$ cat src/rtl/crash_detect.sv
// Per-pixel collision detector: compares player, bullet and enemy alpha layers,
// emits same-cycle crash strobes, and owns lives, invincibility and game-over.
module crash_detect #(
  parameter int ENEMY_TYPES    = 3,
  parameter int ME_LIFE        = 3,
  parameter int LIFE_BIT_LEN   = 2,
  parameter int INVINC_FRAMES  = 60,
  parameter int INVINC_BIT_LEN = 6
) (
  input  logic                    clk_vga,
  input  logic                    rst,
  input  logic                    en_i,
  input  logic                    v_sync_i,
  input  logic                    me_alpha_i,
  input  logic                    bullet_alpha_i,
  input  logic [ENEMY_TYPES-1:0]  enemy_alpha_i,
  output logic [ENEMY_TYPES-1:0]  crash_enemy_bullet_o,
  output logic [ENEMY_TYPES-1:0]  crash_me_enemy_o,
  output logic                    crash_bullet_o,
  output logic [LIFE_BIT_LEN-1:0] me_life_o,
  output logic                    invinc_o,
  output logic                    game_over_o
);

  logic                      vs_q;
  logic [ENEMY_TYPES-1:0]    hit_done_q, hit_done_d;
  logic                      me_done_q, me_done_d;
  logic [LIFE_BIT_LEN-1:0]   life_q, life_d;
  logic [INVINC_BIT_LEN-1:0] invinc_q, invinc_d;

  logic                   frame_edge;
  logic                   game_over;
  logic                   active;
  logic [ENEMY_TYPES-1:0] me_crash;
  logic [ENEMY_TYPES-1:0] hit;

  assign frame_edge = v_sync_i & ~vs_q;
  assign game_over  = (life_q == '0);
  assign active     = en_i & ~game_over & ~rst;

  // A player crash on a type suppresses the bullet hit on that same type.
  assign me_crash = {ENEMY_TYPES{active & ~me_done_q & (invinc_q == '0) & me_alpha_i}}
                    & enemy_alpha_i;
  assign hit      = {ENEMY_TYPES{active & bullet_alpha_i}} & ~hit_done_q
                    & enemy_alpha_i & ~me_crash;

  assign crash_me_enemy_o     = me_crash;
  assign crash_enemy_bullet_o = hit;
  assign crash_bullet_o       = |hit;
  assign me_life_o            = life_q;
  assign invinc_o             = (invinc_q != '0);
  assign game_over_o          = game_over;

  always_comb begin
    hit_done_d = hit_done_q;
    me_done_d  = me_done_q;
    life_d     = life_q;
    invinc_d   = invinc_q;
    if (en_i && frame_edge) begin
      hit_done_d = '0;
      me_done_d  = 1'b0;
      if (invinc_q != '0) invinc_d = invinc_q - INVINC_BIT_LEN'(1);
    end
    // Crash updates come last so they override the frame-boundary clear.
    hit_done_d = hit_done_d | hit;
    if (|me_crash) begin
      me_done_d = 1'b1;
      life_d    = life_q - LIFE_BIT_LEN'(1);
      invinc_d  = INVINC_BIT_LEN'(INVINC_FRAMES);
    end
  end

  always_ff @(posedge clk_vga or posedge rst) begin
    if (rst) begin
      vs_q       <= 1'b0;
      hit_done_q <= '0;
      me_done_q  <= 1'b0;
      life_q     <= LIFE_BIT_LEN'(ME_LIFE);
      invinc_q   <= '0;
    end else begin
      vs_q       <= v_sync_i;
      hit_done_q <= hit_done_d;
      me_done_q  <= me_done_d;
      life_q     <= life_d;
      invinc_q   <= invinc_d;
    end
  end

endmodule

$ cat config.mk
export PLATFORM = sky130hd
export DESIGN_NAME = crash_detect
export DESIGN_NICKNAME = d
export VERILOG_FILES = /design/src/rtl/crash_detect.sv
export SDC_FILE = /design/constraint.sdc
export NUM_CORES = 1
export LEC_CHECK = 0
export CORE_UTILIZATION = 46
export DETAILED_ROUTE_END_ITERATION = 12
export PLACE_DENSITY_LB_ADDON = 0.08
export SYNTH_ARGS = -nofsm -noshare
export SYNTH_HDL_FRONTEND = slang
export SYNTH_SLANG_ARGS = --single-unit
$ cat constraint.sdc
create_clock -name clk_vga -period 2.7 [get_ports clk_vga]
set_input_delay 0.54 -clock clk_vga [delete_from_list [all_inputs] [get_ports clk_vga]]
set_output_delay 0.54 -clock clk_vga [all_outputs]
set_load 0.005 [all_outputs]
==> results of run 1 <==
worst paths after layout:
| check | endpoint | start |
|---|---|---|
| worst max-delay path | crash_me_enemy_o[0] | me_life_o[0] |
| worst min-delay path | hit_done_q[2] | hit_done_q[2] |
| worst max register to register | me_life_o[0] | me_life_o[0] |
| worst min register to register | hit_done_q[2] | hit_done_q[2] |
| max in group asynchronous | me_life_o[1] | rst |
| min in group asynchronous | me_done_q | rst |
logic make-up (layout without fill, tap and decap cells):
group / count (synthesis) / count (layout) / share of synthesized area (%)
XOR/XNOR: 1 / 1 / 1.18
flip-flops: 13 / 13 / 44.3
adder cells (fa/ha/maj): 3 / 3 / 5.07
buffers and inverters: 6 / 40 / 3.04
AND/OR/NAND/NOR: 33 / 33 / 28.7
multiplexers: 1 / 1 / 1.35
AO/OA/AOI/OAI: 17 / 17 / 16.4
what timing repair did:
item,in CTS,in global routing
hold endpoints to repair,0,0
pin swaps,4,4
setup endpoints to repair,7,6
hold buffers,0,0
cloned,0,0
setup buffers,4,3
resized for setup,9,9
power groups by stage:
| stage | registers, mW | logic, mW | clock network, mW |
|---|---|---|---|
| after floorplan | 0.326 | 0.177 | 0 |
| after CTS | 0.329 | 0.321 | 0.125 |
| final | 0.328 | 0.361 | 0.121 |
| after global routing | 0.336 | 0.402 | 0.133 |
| after detailed placement | 0.340 | 0.273 | 0 |
| after global placement | 0.337 | 0.271 | 0 |
stage by stage:
| stage | power (mW) | cell area [um2] | cells |
|---|---|---|---|
| 2_1_floorplan | 0.503 | 741 | 74 |
| 3_3_place_gp | 0.607 | 981 | 113 |
| 3_5_place_dp | 0.613 | 981 | 113 |
| 4_1_cts | 0.775 | 1060 | 121 |
| 5_1_grt | 0.871 | 1100 | 124 |
| 6_report | 0.810 | 1100 | 124 |
critical path: stages (launching register included):
cell and delay, ns:
sky130_fd_sc_hd__dfstp_2 0.53, sky130_fd_sc_hd__inv_1 0.06, sky130_fd_sc_hd__ha_2 0.19, sky130_fd_sc_hd__nor3b_2 0.16, sky130_fd_sc_hd__buf_4 0.15, sky130_fd_sc_hd__nor4b_4 0.20, sky130_fd_sc_hd__buf_4 0.15, sky130_fd_sc_hd__and2_1 0.11
sky130_fd_sc_hd__clkdlybuf4s15_1 0.21
state kept, by name (all words and copies together) (netlist names):
name,cells
vs_q,1
me_life_o,2
invinc_q,6
hit_done_q,3
me_done_q,1
cells in the mapped netlist:
cell type	n
sky130_fd_sc_hd__nand2_1	4
sky130_fd_sc_hd__nor4_1	1
sky130_fd_sc_hd__nor3_1	4
sky130_fd_sc_hd__dfrtp_1	11
sky130_fd_sc_hd__nor2b_1	1
sky130_fd_sc_hd__a311oi_2	1
sky130_fd_sc_hd__inv_1	6
sky130_fd_sc_hd__nor4b_4	1
sky130_fd_sc_hd__nand2b_1	6
sky130_fd_sc_hd__xnor2_1	1
sky130_fd_sc_hd__a21o_1	1
sky130_fd_sc_hd__o211ai_2	1
sky130_fd_sc_hd__dfstp_2	2
sky130_fd_sc_hd__and2_1	3
sky130_fd_sc_hd__a21oi_1	3
sky130_fd_sc_hd__nor2_2	1
sky130_fd_sc_hd__o21a_1	2
sky130_fd_sc_hd__o21ai_0	3
sky130_fd_sc_hd__nand3b_1	2
sky130_fd_sc_hd__or3_4	1
sky130_fd_sc_hd__mux2i_1	1
sky130_fd_sc_hd__nand4b_1	1
sky130_fd_sc_hd__o22ai_1	1
sky130_fd_sc_hd__and2_4	1
sky130_fd_sc_hd__a211oi_1	3
sky130_fd_sc_hd__ha_1	3
sky130_fd_sc_hd__or3_1	2
sky130_fd_sc_hd__nor2_1	4
sky130_fd_sc_hd__a31oi_1	2
sky130_fd_sc_hd__nor3b_1	1
layer usage:
layer / up-vias / wire length (um) / global-route usage, %
met5: - / 0 / 0
met4: 0 / 21 / 9.38
met3: 4 / 61 / 3.02
met2: 16 / 722 / 30.6
met1: 319 / 825 / 30.2
li1: 333 / - / -
layout make-up:
cell class,count,area [um2]
clock buffers,4,26.3
fillers,124,405
inverters,6,22.5
multi-input cells,55,432
flip-flops and latches,13,328
well taps,16,20.0
repair buffers,30,273
==> reports/summary.md, run 1 <==
* complete, no violations — result of the run
* sky130_fd_sc_hd__clkbuf_4 — Root Driver
* 1150 um — hpwl dp
* 0.542 nW — cell leakage power
* 37.2% — post-synth top area share
* 6 — drt initial violations
* 0.08 ns — clock-pin slew of the registers on the worst-case setup and hold paths
* 1 — H-tree depth
* 19 — count of buffers from port buffering
* 0.769 — routability cong.
* flip-flop — CP startpoint kind
* 86 — total nets after synthesis
* yes — TritonCTS clock tree
* 49.2% — starting utilization of the core area
* 0 ns — Setup TNS
* 74 — post-synthesis cell count
* 3 — number of clock buffers inserted by TritonCTS
* 0 — Max Cap Violations
* 1630 um — final WL
* sky130_fd_sc_hd__dfrtp_1 (37%), sky130_fd_sc_hd__dfstp_2 (7.1%), sky130_fd_sc_hd__ha_1 (5.1%), sky130_fd_sc_hd__nand2b_1 (5.1%), sky130_fd_sc_hd__nor4b_4 (3.2%) — top cells by area, synth
* sky130_fd_sc_hd__dfrtp_1 — cell taking the most area after synthesis
* 2 — Max clock buf depth
* 0 — max-slew violation count
* 48.6% — layout overhead on the synthesized area
* 0.00151 mm2 — core region area
* 0 — antenna violations before repair
* 10 — Reg2Reg Depth
* 20 — I/O pin count
* 13.1 um — detailed-route wire length per cell
* 44.6% — portion of total power attributed to combinational logic
* 121 — fin nets
* 2 — Cells on Worst Hold Path
* 13 — CTS Sinks
* 0.00177 mm2 — die outline area
* 0 — Ant. Diodes
* 0.280 mW — switching component of the power
* 0 — ANT nets after route
* sky130_fd_sc_hd__clkdlybuf4s50_1 (12), sky130_fd_sc_hd__dfrtp_1 (11), sky130_fd_sc_hd__buf_4 (11) — highest-count cells in the layout ignoring fill and taps
* 14 — pin count of the biggest net entering global routing
* 95.4% — share of the cycle needed by the critical path after routing
* 34.6% — fraction of power spent switching nets
* 42.1 um — Vert. Die Dim
* 0.125 ns — setup slack after layout
* 531 uV — worst vdd ir
* 626 — vias in the first global route
* 30 — number of library cell types mapped by synthesis
* 25.9% — share of post-route cells with drive strength above 1
* 44.3% — post-synthesis sequential area ratio
* 2.57 ns — final period demand of the worst path
* reg2out — category of the critical setup timing path
* 672 — DR vias
* -0.0981 ns — minimum setup slack after placement
* 20.7% — global-route total usage across every layer
* 65.0% — relative slew slack
* 0.525 ns — transition time at the pin with the least slew margin
* output pin — crit path capture type
* 42.1 um — Die Width
* 3 — Max Fanout on Critical Path
* 0 — final-report hold violation count
* 0.529 mW — Internal
* 741 um2 — Post-Synthesis Cell Area
* 0 — Remaining Overflow, GRT
* 10.0 um2 — post-synthesis area per instance
* 14.9% — Clk pwr share
* 0.74 ns — internal reg-to-reg setup slack
* 13 — register bit count reported by yosys
* 0 — Setup-failing EPs final
* 0 — post-route DRC violation count
* sky130_fd_sc_hd__clkdlybuf4s50_1 — most common cell after layout, fill and taps aside
* 14 — row count
* 4 — total iterations of the first detailed-routing run
* 0.484 ns — post-route worst hold slack
* 735 mW/mm2 — total power per unit cell area
* 40.5% — sequential power share
* 2.16 ns — critical path data required time
* 5.42 — drt via density
* 0.388 GHz — Highest Clock Rate
* reg2reg — worst min path class
* 2760 um — global-route wire length before repair
* 2.03 ns — data arrival time of the critical path
* 0.00704 ns — worst clock skew on the final layout
* 73.1% — share of the core filled with cells in the final layout
* 0 — number of warning messages in the yosys log
* 0.27 ns — worst-skew pair later-pin latency
Note: power is estimated with default switching activity, not from simulation.
==> inputs of run 2 (changes only) <==
- CORE_UTILIZATION: 46 -> 50
- DONT_BUFFER_PORTS: not set -> 1
==> run 2 against run 1 <==
  * Combinational power decreased by 42%
  * Via count decreased by 19%
  * Die area decreased by 7.6%
  * Global-route usage increased by 1.8 points
==> reports/summary.md, run 2 (same netlist as run 1, synthesis figures left out) <==
* complete, no violations — result of the run
* 13 — row count
* invinc_q — largest register by flop count
* 0 — Max Cap Violations
* 22.5% — global-route total usage across every layer
* me_life_o[0] — critical path launch point
* 0.312 ns — minimum setup slack after placement
* 1.97 ns — data arrival time of the critical path
* 0.80 ns — internal reg-to-reg setup slack
* false — setup repair after global routing missed its margin
* 0.000762 ns — worst clock skew on the final layout
* 0 — Post-CTS Hold Buffers
* 6 — Reg2Reg Depth
* flip-flop — CP startpoint kind
* 40.5 um — Die Width
* 0.159 ns — post-route worst hold slack
* 5.88 — drt via density
* 55.5% — starting utilization of the core area
* 6 — max FFs per register
* 6.76% — layout overhead on the synthesized area
* 0 — Ant. Diodes
* sky130_fd_sc_hd__dfrtp_1 (11), sky130_fd_sc_hd__nand2b_1 (6), sky130_fd_sc_hd__inv_1 (6) — highest-count cells in the layout ignoring fill and taps
* 93.1% — share of the cycle needed by the critical path after routing
* 0 — count of buffers from port buffering
* output pin — crit path capture type
* 0 ns — Setup TNS
* 1370 um — final WL
* sky130_fd_sc_hd__clkbuf_4 — Root Driver
* 59.3% — share of the core filled with cells in the final layout
* 40.5 um — Vert. Die Dim
* 0.00164 mm2 — die outline area
* 2280 um — global-route wire length before repair
* 0 — antenna violations before repair
* 0.398 GHz — Highest Clock Rate
* 0.187 ns — setup slack after layout
* 0.713 — routability cong.
* 2.16 ns — critical path data required time
* sky130_fd_sc_hd__dfstp_2 — Critical-path top delay cell
* 3 — number of clock buffers inserted by TritonCTS
* 14.7 um — detailed-route wire length per cell
* 0.08 ns — clock-pin slew of the registers on the worst-case setup and hold paths
* 89 — cell count after placement
* 450 uV — worst vdd ir
* 1060 um — hpwl dp
* 2 — Max clock buf depth
* reg2out — category of the critical setup timing path
* 16 — drt initial violations
* sky130_fd_sc_hd__dfrtp_1 — most common cell after layout, fill and taps aside
* 91 — fin nets
* 0.337 nW — cell leakage power
* 547 — DR vias
* 516 — vias in the first global route
* 852 mW/mm2 — total power per unit cell area
* 0 — ANT nets after route
* 0 — final-report hold violation count
* 0.488 ns — transition time at the pin with the least slew margin
* 14 — pin count of the biggest net entering global routing
* 122 — fill cell instance count of the final layout
* 0.54 ns — max incr delay on CP
* in2async — worst min path class
* 5 — Max Fanout on Critical Path
* 4 — total iterations of the first detailed-routing run
* me_life_o[0] — capture point of the worst reg-to-reg path
* 0 — max-slew violation count
* 0 — Setup-failing EPs final
* 20 — I/O pin count
* 1 — H-tree depth
* inv_1, ha_1, nor3b_2, nor4b_4, and2_1 — series of cell instances along the critical path
* 67.4% — relative slew slack
* 0 — total setup buffers inserted after CTS
* me_life_o[0] — critical register-to-register path startpoint
* 0.00133 mm2 — core region area
* yes — TritonCTS clock tree
* 0.28 ns — worst-skew pair later-pin latency
* 0 — Remaining Overflow, GRT
* 13 — CTS Sinks
* 0 — post-route DRC violation count
* 93 — final instance count without filler cells
* 15.4% — share of post-route cells with drive strength above 1
* 2.51 ns — final period demand of the worst path
run 2: cell type report:
class / count / area [um2] / area share (%)
clock buffers: 4 / 26.3 / 3.32
inverters: 6 / 22.5 / 2.85
multi-input cells: 55 / 395 / 50.0
flip-flops and latches: 13 / 328 / 41.5
well taps: 15 / 18.8 / 2.37
run 2: worst max-delay path: cells and delay by family (launching register included):
kind	cells	cell delay [ns]
simple gates	3	0.86
flops	1	0.54
fa+ha+maj	1	0.23
buf+inv	1	0.06
run 2: where the power goes:
part | switching [mW] | total [mW] | internal [mW] | leakage (nW)
Combinational | 0.114 | 0.210 | 0.0956 | 0.167
Clock | 0.0675 | 0.125 | 0.0574 | 0.0150
Sequential | 0.0666 | 0.339 | 0.272 | 0.155
run 2: what timing repair did:
| action | 4_1_cts | 5_1_grt |
|---|---|---|
| gates resized for setup | 1 | 0 |
| endpoints found under the setup margin | 3 | 0 |
| hold endpoints to repair | 0 | 0 |
run 2: worst max-delay path by stage:
| stage | to | slack, ns |
|---|---|---|
| floorplan | crash_me_enemy_o[0] | 0.51 |
| global placement | crash_me_enemy_o[2] | 0.41 |
| detailed placement | crash_me_enemy_o[1] | 0.31 |
| CTS | crash_me_enemy_o[1] | 0.17 |
| global route | crash_me_enemy_o[1] | 0.04 |
| finish | crash_me_enemy_o[1] | 0.19 |
run 2: per-layer routing:
layer | vias to the layer above | wire, um | share of wire, % | GRT usage [%]
met1 | 256 | 681 | 50 | 30.1
met5 | - | 0 | 0 | 0
li1 | 270 | - | - | -
met2 | 17 | 584 | 43 | 31.3
met3 | 4 | 77 | 5.6 | 6.11
met4 | 0 | 28 | 2.0 | 15.0
run 2: per-stage QoR:
step                total power, mW  area [um2]
global placement              0.546         759
detailed placement            0.553         759
global route                  0.734         791
finish                        0.674         791
floorplan                     0.503         741
CTS                           0.681         791
